## src/rtl/fifo_uart_tx.sv

```systemverilog
// fifo_uart_tx: drains the read port of a FIFO and sends each word as an
// asynchronous serial frame (start, LSB-first data, optional parity, stop)
// on txd.
// Optional feature macro: FIFO_UART_TX_PARITY_EN adds an even-parity bit
// between the data bits and the stop bit.
module fifo_uart_tx #(
  parameter int WIDTH        = 3,
  parameter int CLKS_PER_BIT = 4
) (
  input  logic             clk,
  input  logic             rst_n,
  input  logic             empty,
  output logic             re,
  input  logic [WIDTH-1:0] rdata,
  input  logic             cts_n,
  output logic             txd,
  output logic             busy
);

  localparam int CW = (CLKS_PER_BIT > 1) ? $clog2(CLKS_PER_BIT) : 1;
  localparam int BW = $clog2(WIDTH + 1);
  localparam logic [CW-1:0] CLK_LAST = CW'(CLKS_PER_BIT - 1);
  localparam logic [BW-1:0] BIT_LAST = BW'(WIDTH - 1);

`ifdef FIFO_UART_TX_PARITY_EN
  typedef enum logic [2:0] {
    S_IDLE   = 3'd0,
    S_LOAD   = 3'd1,
    S_START  = 3'd2,
    S_DATA   = 3'd3,
    S_PARITY = 3'd4,
    S_STOP   = 3'd5
  } state_t;

  // Even parity of a data word: the XOR of all its bits.
  function automatic logic parity_even(input logic [WIDTH-1:0] d);
    return ^d;
  endfunction

  logic par_r;
  logic par_s;
`else
  typedef enum logic [2:0] {
    S_IDLE  = 3'd0,
    S_LOAD  = 3'd1,
    S_START = 3'd2,
    S_DATA  = 3'd3,
    S_STOP  = 3'd5
  } state_t;
`endif

  state_t          state_r;
  state_t          state_s;
  logic [CW-1:0]   clk_cnt_r;
  logic [CW-1:0]   clk_cnt_s;
  logic [BW-1:0]   bit_cnt_r;
  logic [BW-1:0]   bit_cnt_s;
  logic [WIDTH-1:0] shreg_r;
  logic [WIDTH-1:0] shreg_s;
  logic            txd_r;
  logic            txd_s;
  logic            busy_r;
  logic            re_s;
  logic            clk_done_s;

  // Next-state, counter, shift register and next txd computation.
  always_comb begin
    state_s    = state_r;
    clk_cnt_s  = clk_cnt_r;
    bit_cnt_s  = bit_cnt_r;
    shreg_s    = shreg_r;
    re_s       = 1'b0;
    txd_s      = 1'b1;
    clk_done_s = (clk_cnt_r == CLK_LAST);
`ifdef FIFO_UART_TX_PARITY_EN
    par_s      = par_r;
`endif
    case (state_r)
      S_IDLE: begin
        if (!empty && !cts_n) begin
          re_s    = 1'b1;
          state_s = S_LOAD;
        end else begin
          state_s = S_IDLE;
        end
      end
      S_LOAD: begin
        shreg_s   = rdata;
        clk_cnt_s = '0;
        bit_cnt_s = '0;
`ifdef FIFO_UART_TX_PARITY_EN
        par_s     = parity_even(rdata);
`endif
        state_s   = S_START;
      end
      S_START: begin
        if (clk_done_s) begin
          clk_cnt_s = '0;
          state_s   = S_DATA;
        end else begin
          clk_cnt_s = clk_cnt_r + CW'(1);
        end
      end
      S_DATA: begin
        if (clk_done_s) begin
          clk_cnt_s = '0;
          shreg_s   = shreg_r >> 1;
          if (bit_cnt_r == BIT_LAST) begin
            bit_cnt_s = '0;
`ifdef FIFO_UART_TX_PARITY_EN
            state_s   = S_PARITY;
`else
            state_s   = S_STOP;
`endif
          end else begin
            bit_cnt_s = bit_cnt_r + BW'(1);
          end
        end else begin
          clk_cnt_s = clk_cnt_r + CW'(1);
        end
      end
`ifdef FIFO_UART_TX_PARITY_EN
      S_PARITY: begin
        if (clk_done_s) begin
          clk_cnt_s = '0;
          state_s   = S_STOP;
        end else begin
          clk_cnt_s = clk_cnt_r + CW'(1);
        end
      end
`endif
      S_STOP: begin
        if (clk_done_s) begin
          clk_cnt_s = '0;
          state_s   = S_IDLE;
        end else begin
          clk_cnt_s = clk_cnt_r + CW'(1);
        end
      end
      default: begin
        state_s = S_IDLE;
      end
    endcase

    // txd is registered from the upcoming state so the line level lines up
    // with the state that owns it.
    case (state_s)
      S_START:  txd_s = 1'b0;
      S_DATA:   txd_s = shreg_s[0];
`ifdef FIFO_UART_TX_PARITY_EN
      S_PARITY: txd_s = par_s;
`endif
      default:  txd_s = 1'b1;
    endcase
  end

  // State register plus datapath registers; reset returns to an idle line.
  always_ff @(posedge clk or negedge rst_n) begin
    if (!rst_n) begin
      state_r   <= S_IDLE;
      clk_cnt_r <= '0;
      bit_cnt_r <= '0;
      shreg_r   <= '0;
      txd_r     <= 1'b1;
      busy_r    <= 1'b0;
`ifdef FIFO_UART_TX_PARITY_EN
      par_r     <= 1'b0;
`endif
    end else begin
      state_r   <= state_s;
      clk_cnt_r <= clk_cnt_s;
      bit_cnt_r <= bit_cnt_s;
      shreg_r   <= shreg_s;
      txd_r     <= txd_s;
      busy_r    <= (state_s != S_IDLE);
`ifdef FIFO_UART_TX_PARITY_EN
      par_r     <= par_s;
`endif
    end
  end

  // re is gated by rst_n so no FIFO read can happen while reset is held.
  assign re   = re_s && rst_n;
  assign txd  = txd_r;
  assign busy = busy_r;

endmodule

```

## config.mk

```make
export PLATFORM = sky130hd
export DESIGN_NAME = fifo_uart_tx
export DESIGN_NICKNAME = d
export VERILOG_FILES = /design/src/rtl/fifo_uart_tx.sv
export SDC_FILE = /design/constraint.sdc
export NUM_CORES = 1
export LEC_CHECK = 0
export BUFFER_PORTS_ARGS = -buffer_cell sky130_fd_sc_hd__buf_2
export CORE_AREA = 2 2 39 41
export DETAILED_ROUTE_END_ITERATION = 10
export DIE_AREA = 0 0 41 43
export PLACE_DENSITY = 0.8
export REMOVE_ABC_BUFFERS = 1
export SLEW_MARGIN = 0
export SYNTH_ARGS = -nofsm -noshare
export SYNTH_HDL_FRONTEND = slang
export SYNTH_SLANG_ARGS = --single-unit
export TNS_END_PERCENT = 100
```

## constraint.sdc

```tcl
create_clock -name clk -period 1.8 [get_ports clk]
set_clock_uncertainty 0.15 [all_clocks]
set_input_delay 0.36 -clock clk [delete_from_list [all_inputs] [get_ports clk]]
set_output_delay 0.36 -clock clk [all_outputs]
set_load 0.05 [all_outputs]
```

==> flow_metrics.py <==
metrics = {
    "min_path": {
        "worstHoldStart": "rdata[2]",
        "worstHoldPathCells": 2,
        "hp-class": "in -> reg",
        "min_to": "shreg_r[2]$_DFFE_PN0P_",
    },
    "route": {
        "routedWlPerCell_um": 14.93,
        "drt-initial-drc-count": 11,
        "vias": 564,
        "ant_nets": 0,
        "via_per_inst": 5.814,
        "routed_wl_um": 1448,
        "drc_errors": 0,
        "first_pass_iters": 4,
    },
    "layout": {
        "drive_gt1_frac": 0.3210,
        "areaGrowthSynthToFinish_pct": 23.12,
        "ff_latch_area_um2": 302.8,
        "multiInputGateArea_um2": 361.6,
        "final_area_um2": 839.6,
        "nFillCells": 118,
        "final_nets": 91,
        "diodes": 0,
    },
    "timing": {
        "setup_tns_ps": -268.7,
        "slew_viol_final": 0,
        "setup_viol": 1,
        "slew_headroom": 0.6992,
        "fmax_ghz": 0.4834,
        "rsz0062_at_grt": "yes",
        "fin_crit_ps": 2069,
        "fin_crit_sh": 1.149,
        "hold_viol": 0,
        "tightest_slew_ps": 445.2,
        "post-route-worst-setup-slack_ps": -268.7,
        "holdWs_ps": 145.2,
    },
    "outcome": {
        "outcome": "complete, but fails checks",
        "violations": "negative setup slack",
    },
    "grt": {
        "grt_max_degree": 18,
        "grt_pass1_vias": 517,
        "grt_antenna_before_repair": 0,
        "gr-total-overflow": 0,
        "groute.usage.overall": 0.2147,
        "grt_pass1_wl_um": 2408,
    },
    "clock_network": {
        "clock_latency_ps": 280,
        "postCtsSetupBuffers": 0,
        "cts-htree-levels": 1,
        "cts_buffers": 3,
        "cts_root_buf": "clkbuf_4",
        "clockBufferDepth": 2,
        "clk_pin_slew_worst_paths_ps": 80,
        "cts.sinks": 12,
        "cts_tree": "yes",
    },
    "power_and_ir_drop": {
        "swShare": 0.3961,
        "leakagePower_nw": 0.3784,
        "clkPwrFrac": 0.143,
        "p_int_mw": 0.9257,
        "p_seq_frac": 0.328,
        "p_sw_mw": 0.6071,
        "vdd.ir_drop.worst_mv": 0.8748,
        "p_per_area_nw_per_um2": 1826,
        "p_comb_frac": 0.529,
    },
    "placed_design": {
        "dp_hpwl_um": 1013,
        "placedInstanceArea_um2": 772.0,
        "gp_congestion": 0.8219,
        "port_buffers": 9,
        "place_ws_ps": -115.3,
    },
    "setup_path": {
        "cp_max_fo": 2,
        "critical_path_class": "reg -> out",
        "rr_worst_depth": 4,
        "path_cells": "or4_4, nor3b_4, buf_6",
        "max_stage_delay_ps": 500,
        "critPathArrivalTime_ps": 1560,
        "crit_required_ps": 1290,
        "startpoint_type": "flop",
        "slowest_stage": "or4_4",
        "r2r-end": "txd$_DFF_PN1_",
        "endpoint_kind": "output port",
        "r2r-start": "clk_cnt_r[1]$_DFFE_PN0P_",
        "reg2reg_slack_ps": 60,
    },
    "die": {
        "initial_core_util": 0.4928,
        "die_h_um": 43,
        "pin_count": 10,
        "fp.dieW_um": 41,
        "num_rows": 14,
        "core-area_um2": 1384,
        "design.die.area_um2": 1763,
    },
    "yosys": {
        "avgSynthCellArea_um2": 10.49,
        "yosys.area.top_type": "dfrtp_1",
        "synthDistinctLibCells": 30,
        "syn-cell-area_um2": 681.9,
        "ys_ff_latch": 12,
        "synthesis.instances": 65,
        "synth.top_cell.area_share": 0.4037,
        "synthArstFlopShare": 1.000,
        "synth.area.top_cells": "dfrtp_1 40%, nor4bb_1 4.4%, a22oi_1 4.4%, dfstp_2 3.9%, ha_1 3.7%",
        "synth_edf_count": 0,
        "yosysWarnings": 0,
        "synth_top_cells_by_count": "11 x dfrtp_1, 5 x nor2_1, 5 x o21ai_0",
        "synthFlopType": "dfrtp_1",
        "yosysSeqAreaShare": 0.4422,
        "synth_most_common_cell": "dfrtp_1",
    },
    "flow_run": {
        "cap_violations": 0,
    },
}
-- metrics by stage --
| stage | power, mW | cells | util |
|---|---|---|---|
| 5_1_grt | 1.651 | 97 | 0.6067 |
| 3_3_place_gp | 1.261 | 92 | 0.5579 |
| 4_1_cts | 1.518 | 97 | 0.5995 |
| 6_report | 1.533 | 97 | 0.6067 |
| 2_1_floorplan | 1.085 | 62 | - |
| 3_5_place_dp | 1.297 | 92 | 0.5579 |
-- cells by family (layout without fill, tap and decap cells) --
family,Yosys count,count (layout),synth area share
compound gates,20,20,0.2257
flops,12,12,0.4422
simple gates,21,21,0.2165
fa+ha+maj,2,2,0.03669
mux,2,2,0.03119
buf+inv,8,24,0.04769
-- repair_timing --
item	4_1_cts	5_1_grt
hold buffers	1	0
gates resized for setup	3	3
pin swaps	2	2
endpoints found under the setup margin	1	4
hold endpoints to repair	11	0
-- worst max path at each step --
stage / startpoint / slack (ps) / end
floorplan: state_r[1]$_DFF_PN0_ / -970 / re
global placement: cts_n / -100 / re
detailed placement: cts_n / -120 / re
CTS: state_r[0]$_DFF_PN0_ / -270 / re
global route: state_r[0]$_DFF_PN0_ / -340 / re
finish: state_r[0]$_DFF_PN0_ / -270 / re
-- worst max-delay path: cells and delay by family (launching register included) --
family,cells,cell delay (ps)
buf+inv,1,180
flops,1,390
simple gates,2,710
-- area by class of cell --
cell class / count / area share
Clock buffer: 4 / 0.04322
Inverter: 5 / 0.02385
Multi-Input combinational cell: 45 / 0.4307
Sequential cell: 12 / 0.3607
Tap cell: 16 / 0.02385
Timing Repair Buffer: 15 / 0.1177
-- per-layer routing --
metal	vias to the layer above	track usage	routed length, µm
met5	-	0	0
met4	0	0.1400	42
met3	5	0.06283	61
met2	12	0.2969	703
met1	275	0.2799	641
li1	272	-	-
-- cells in the final DEF (no fill, tap or decap), types with 2 or more instances in the layout --
cell type	n
nor2_1	5
buf_2	8
o21ai_0	5
buf_4	5
clkbuf_4	3
dfrtp_1	10
a22oi_1	4
nor2b_1	3
a22o_1	2
a21oi_1	3
inv_1	4
nand2b_1	2
nor4bb_1	3
-- flip-flops by register name, summed over array words and instances (netlist names) --
signal	count
clk_cnt_r	2
shreg_r	3
busy	1
state_r	3
bit_cnt_r	2
txd	1
-- power groups by stage --
stage	logic [mW]	registers, mW	clock network [mW]
2_1_floorplan	0.522	0.563	0
3_3_place_gp	0.768	0.493	0
3_5_place_dp	0.795	0.502	0
4_1_cts	0.801	0.498	0.218
5_1_grt	0.891	0.523	0.237
6_report	0.810	0.503	0.219
(Power assumes the default switching activity.)
